--- config.mk ---
export PLATFORM = sky130hd
export DESIGN_NAME = soml_symbol_slicer
export DESIGN_NICKNAME = d
export VERILOG_FILES = /design/src/rtl/soml_pkg.sv /design/src/rtl/soml_symbol_slicer_qam16_axis_slice.sv /design/src/rtl/soml_symbol_slicer.sv
export SDC_FILE = /design/constraint.sdc
export NUM_CORES = 1
export LEC_CHECK = 0
export ABC_AREA = 0
export CORE_MARGIN = 2
export CORE_UTILIZATION = 44
export CTS_CLUSTER_DIAMETER = 100
export CTS_CLUSTER_SIZE = 12
export DETAILED_ROUTE_END_ITERATION = 7
export PLACE_DENSITY = 0.79
export SYNTH_ARGS = -nofsm -noshare
export SYNTH_HDL_FRONTEND = slang
export SYNTH_SLANG_ARGS = --single-unit
--- constraint.sdc ---
create_clock -name clk -period 2.4 [get_ports clk]
set_clock_uncertainty 0.1 [all_clocks]
set_input_delay 0.24 -clock clk [delete_from_list [all_inputs] [get_ports clk]]
set_output_delay 0.24 -clock clk [all_outputs]
set_load 0.005 [all_outputs]
--- src/rtl/soml_pkg.sv ---
// Shared constants for the SOML symbol slicer: Q8.8 format, default decision
// threshold, 16-QAM Gray codes and the slicer state encoding.
package soml_pkg;

    localparam int FRAC   = 8;
    localparam int SOFT_W = 16;

    // +2.0 in Q8.8
    localparam logic signed [SOFT_W-1:0] THRESH_DEF = 16'sh0200;

    localparam logic [1:0] G_M3 = 2'b00;
    localparam logic [1:0] G_M1 = 2'b01;
    localparam logic [1:0] G_P1 = 2'b11;
    localparam logic [1:0] G_P3 = 2'b10;

    typedef enum logic {
        COLLECT = 1'b0,
        HOLD    = 1'b1
    } slicer_state_t;

endpackage

--- src/rtl/soml_symbol_slicer_qam16_axis_slice.sv ---
// One-axis 16-QAM hard decision: signed soft value to 2-bit Gray label.
// Ties resolve upward (0 -> +1, +THRESH -> +3, -THRESH -> -1).
module qam16_axis_slice
    import soml_pkg::*;
#(
    parameter int                     W      = SOFT_W,
    parameter logic signed [W-1:0]    THRESH = THRESH_DEF
) (
    input  logic signed [W-1:0] v,
    output logic [1:0]          gray
);

    localparam logic signed [W-1:0] NEG_THRESH = -THRESH;

    always_comb begin
        if (v < NEG_THRESH) begin
            gray = G_M3;
        end else if (v[W-1]) begin
            gray = G_M1;
        end else if (v < THRESH) begin
            gray = G_P1;
        end else begin
            gray = G_P3;
        end
    end

endmodule

--- src/rtl/soml_symbol_slicer.sv ---
// Slices I/Q soft estimates to 16-QAM Gray labels and packs SYMS labels plus
// per-symbol erase flags into one output word with valid/ready toward the sink.
//
// state   | meaning
// --------+------------------------------------------------------------
// COLLECT | accepting symbols into slots 0..SYMS-1, out_valid low
// HOLD    | packed block presented; input accepted only with out_ready
module soml_symbol_slicer
    import soml_pkg::*;
#(
    parameter int                     W      = SOFT_W,
    parameter logic signed [W-1:0]    THRESH = THRESH_DEF,
    parameter int                     SYMS   = 4
) (
    input  logic                  clk,
    input  logic                  rst,
    input  logic                  in_valid,
    output logic                  in_ready,
    input  logic signed [W-1:0]   in_xi,
    input  logic signed [W-1:0]   in_xq,
    input  logic                  in_ovf,
    output logic                  out_valid,
    input  logic                  out_ready,
    output logic [4*SYMS-1:0]     out_bits,
    output logic [SYMS-1:0]       out_erase
);

    localparam int              CW   = (SYMS > 1) ? $clog2(SYMS) : 1;
    localparam logic [CW-1:0]   LAST = CW'(SYMS - 1);

    logic [1:0]          gray_i;
    logic [1:0]          gray_q;
    logic [3:0]          label;

    slicer_state_t       state;
    slicer_state_t       state_nxt;
    logic [CW-1:0]       cnt;
    logic [CW-1:0]       wr_slot;
    logic                accept;
    logic                complete;
    logic [4*SYMS-1:0]   buf_bits;
    logic [4*SYMS-1:0]   buf_bits_nxt;
    logic [SYMS-1:0]     buf_erase;
    logic [SYMS-1:0]     buf_erase_nxt;

    qam16_axis_slice #(.W(W), .THRESH(THRESH)) u_slice_i (
        .v    (in_xi),
        .gray (gray_i)
    );

    qam16_axis_slice #(.W(W), .THRESH(THRESH)) u_slice_q (
        .v    (in_xq),
        .gray (gray_q)
    );

    assign label = in_ovf ? 4'b0000 : {gray_i, gray_q};

    always_ff @(posedge clk) begin
        if (rst) begin
            state <= COLLECT;
        end else begin
            state <= state_nxt;
        end
    end

    // A symbol accepted in HOLD (sink draining the block) starts the next block at slot 0.
    always_comb begin
        state_nxt     = state;
        in_ready      = 1'b1;
        out_valid     = 1'b0;
        wr_slot       = cnt;
        accept        = 1'b0;
        complete      = 1'b0;
        buf_bits_nxt  = buf_bits;
        buf_erase_nxt = buf_erase;

        if (state == HOLD) begin
            in_ready  = out_ready;
            out_valid = 1'b1;
            wr_slot   = '0;
            if (out_ready) begin
                state_nxt = COLLECT;
            end
        end

        accept   = in_valid && in_ready;
        complete = accept && (wr_slot == LAST);
        if (complete) begin
            state_nxt = HOLD;
        end

        buf_bits_nxt[4*wr_slot +: 4] = label;
        buf_erase_nxt[wr_slot]       = in_ovf;
    end

    always_ff @(posedge clk) begin
        if (rst) begin
            cnt       <= '0;
            buf_bits  <= '0;
            buf_erase <= '0;
            out_bits  <= '0;
            out_erase <= '0;
        end else begin
            if (accept) begin
                buf_bits  <= buf_bits_nxt;
                buf_erase <= buf_erase_nxt;
                cnt       <= complete ? '0 : wr_slot + CW'(1);
            end
            if (complete) begin
                out_bits  <= buf_bits_nxt;
                out_erase <= buf_erase_nxt;
            end
        end
    end

endmodule
==> results.cfg <==
[clock_tree]
cts-buffers-inserted = 5
clk_pin_slew_ns = 0.08
tritoncts = yes
post_cts_resized = 0
cts_num_sinks = 42
cts_root_buffer = clkbuf_8
postCtsSetupRepairBufs = 0
ctsHtreeMaxLevel = 2
ctsLongestPathBuffers = 2
clk_latency_ns = 0.29
cts_hold_buf = 0

[critical_path]
slowest_stage = a221oi_1
cp.depth = 7
timing.rr.end = out_bits[3]
end_kind = flop
critPathRequiredTime_ns = 2.47
rr_worst_depth = 7
crit_start = state
crit_arrival_ns = 2.19
critPathKind = reg -> reg
path_buf_inv = 2
critPathLaunchType = flop
crit_family = simple AND/OR/NAND/NOR gates
cp_slowest_stage_delay_ns = 0.35
crit_path_max_fanout = 16
crit_path_end = out_bits[3]
ff2ff_setup_slack_ns = 0.29
crit_chain = nand2b_2 > inv_1 > ha_1 > nand3_1 > buf_4 > a221oi_1 > nor3_1
r2r-start = state

[logic_synthesis]
synth_seq_cells = 42
yosys_most_used_dff = dfxtp_1
synth.distinct_cells = 32
postSynthAreaPerCell_sq_um = 9.23
netlist_area_sq_mm = 0.00198
synth_nets = 261
synth_edf_count = 0
yosysSeqAreaShare = 0.424
yosys_warnings = 0
syn-instance-count = 215
synthArstFlopShare = 0

[timing]
rsz0062_at_grt = false
timing.final.crit_share = 0.881
worst_pin_slew_ns = 0.456
max_freq_mhz = 473
setup_tns_ns = 0
relSlewSlack = 0.694
report.final.setup_viol = 0
finalCriticalPeriod_ns = 2.11
slew_viol_final = 0
hold_viol_final = 0

[pwr]
power_frac_comb = 0.127
power.density_mw_per_mm2 = 571
ir_drop_mv = 0.250
p_sw_mw = 0.350
sw_frac_of_total = 0.241
power_frac_seq = 0.492
power.internal_mw = 1.10
p_clk_frac = 0.381
p_leak_nw = 0.970

[drt]
first_pass_iters = 4
via_per_inst = 5.73
drt_iter0_drc = 141
routed.top_layer = met4
drc = 0
wire_per_inst_um = 14.2
routed_wl_um = 4400
ant_nets = 0
dr_wl_met3_um = 255
drt-met1-wl_um = 1980
routed-wl-met2_um = 2090
vias = 1776

[die]
core_area_sq_mm = 0.00435
pin_count = 59
row_count = 24
dieArea_sq_mm = 0.00506
start_util = 0.456
die_h_um = 71.2
chipWidth_um = 71.2

[global_routing]
grt_usage = 0.186
grt_pass1_vias = 1660
grt_pass1_wl_um = 7620
grt_max_degree = 28
grt_overflow = 0
antenna_found_initial = 0

[cells_and_area]
area_growth_pct = 28.2
design_area_sq_mm = 0.00254
fillCellCount = 388
drive_gt1_frac = 0.120
final_net_count = 303
antenna_cells = 0

[placed_design]
gp_congestion = 0.920
io_buffers = 40
dpl_cell_area_sq_mm = 0.00244
dp_hpwl_um = 3310

[worst_hold_path]
min_path_type = reg -> reg

[run]
maxCapViolations = 0

[outcome]
status = finished clean
## power groups by stage
stage	sequential [mW]	clock [mW]	combinational (mW)
after floorplan	0.731	0	0.109
after global placement	0.731	0	0.181
after detailed placement	0.731	0	0.183
after CTS	0.715	0.551	0.184
after global routing	0.716	0.576	0.204
final	0.715	0.553	0.184
## cells in the final DEF (no fill, tap or decap), types with 3 or more instances in the layout
master	instances
inv_1	8
ha_1	9
nor3_1	8
clkdlybuf4s50_1	40
and3_1	5
a22oi_1	8
a22o_2	7
a221oi_1	8
nor2b_1	3
buf_4	9
a21oi_1	15
a211oi_1	12
dfxtp_1	42
nand2b_1	3
clkbuf_8	5
nand3_1	15
nand2_1	3
mux2i_1	6
nor2_1	33
## state kept, by name, indices dropped and copies added, names as in the netlist
register,cells
state,1
out_bits,16
buf_bits,16
cnt,2
buf_erase,3
out_erase,4
## kinds of logic after synthesis
logic type / synth area share
AOI/OAI and AO/OA: 0.210
adders and majority gates: 0.0567
buffers and inverters: 0.0555
DFF: 0.424
muxes: 0.0303
and+or+nand+nor: 0.224
## routing by layer
metal,vias up,global-route usage
li1,867,-
met1,836,0.251
met2,66,0.299
met3,7,0.0399
met4,0,0.0587
met5,-,0
## stage by stage
stage / power, mW / hold slack [ns] / cells / worst slack [ns] / util
2_1_floorplan: 0.840 / 0.346 / 215 / 0.410 / -
3_3_place_gp: 0.912 / 0.345 / 302 / 0.159 / 0.560
3_5_place_dp: 0.915 / 0.354 / 302 / 0.122 / 0.560
4_1_cts: 1.45 / 0.365 / 310 / 0.280 / 0.584
5_1_grt: 1.50 / 0.395 / 310 / 0.109 / 0.584
6_report: 1.45 / 0.367 / 310 / 0.285 / 0.584
## Yosys cell counts (all sizes together) (2+ instances only)
library cell	instances	area share
nor2	33	0.062
and4	2	0.0088
o31ai	2	0.021
buf	7	0.027
nand2	3	0.0057
nand2b	4	0.014
inv	8	0.015
nor3	9	0.025
a21oi	15	0.038
and3	5	0.016
a22o	8	0.040
mux2i	6	0.030
nand4	2	0.0063
clkbuf	7	0.013
a22oi	8	0.030
dfxtp	42	0.42
a221oi	8	0.035
a211oi	12	0.045
ha	9	0.057
nand3	15	0.038
and4b	2	0.014
or4	2	0.011
nor2b	3	0.0095
## area by class of cell
| cell class | instances | area (sq um) | share of cell area |
|---|---|---|---|
| Clock buffer | 7 | 76.3 | 0.0300 |
| Clock inverter | 1 | 30.0 | 0.0118 |
| Inverter | 8 | 30.0 | 0.0118 |
| Multi-Input combinational cell | 151 | 1030 | 0.406 |
| Sequential cell | 42 | 841 | 0.331 |
| Tap cell | 52 | 65.1 | 0.0256 |
| Timing Repair Buffer | 49 | 468 | 0.184 |
## worst min-delay path by stage
stage | startpoint | endpoint | cells past startpoint
floorplan | cnt[1] | cnt[1] | 2
global placement | out_erase[3] | out_erase[3] | 2
detailed placement | out_erase[3] | out_erase[3] | 2
CTS | out_erase[3] | out_erase[3] | 2
global route | buf_bits[14] | buf_bits[14] | 1
finish | out_erase[3] | out_erase[3] | 2
## worst reg2reg max path, stage by stage, from the launching register on
cell	delay, ns
dfxtp_1	0.33
nand2b_2	0.24
inv_1	0.23
ha_1	0.24
nand3_1	0.17
buf_4	0.25
a221oi_1	0.36
nor3_1	0.09
No activity file was read; power rests on OpenSTA's default activity.
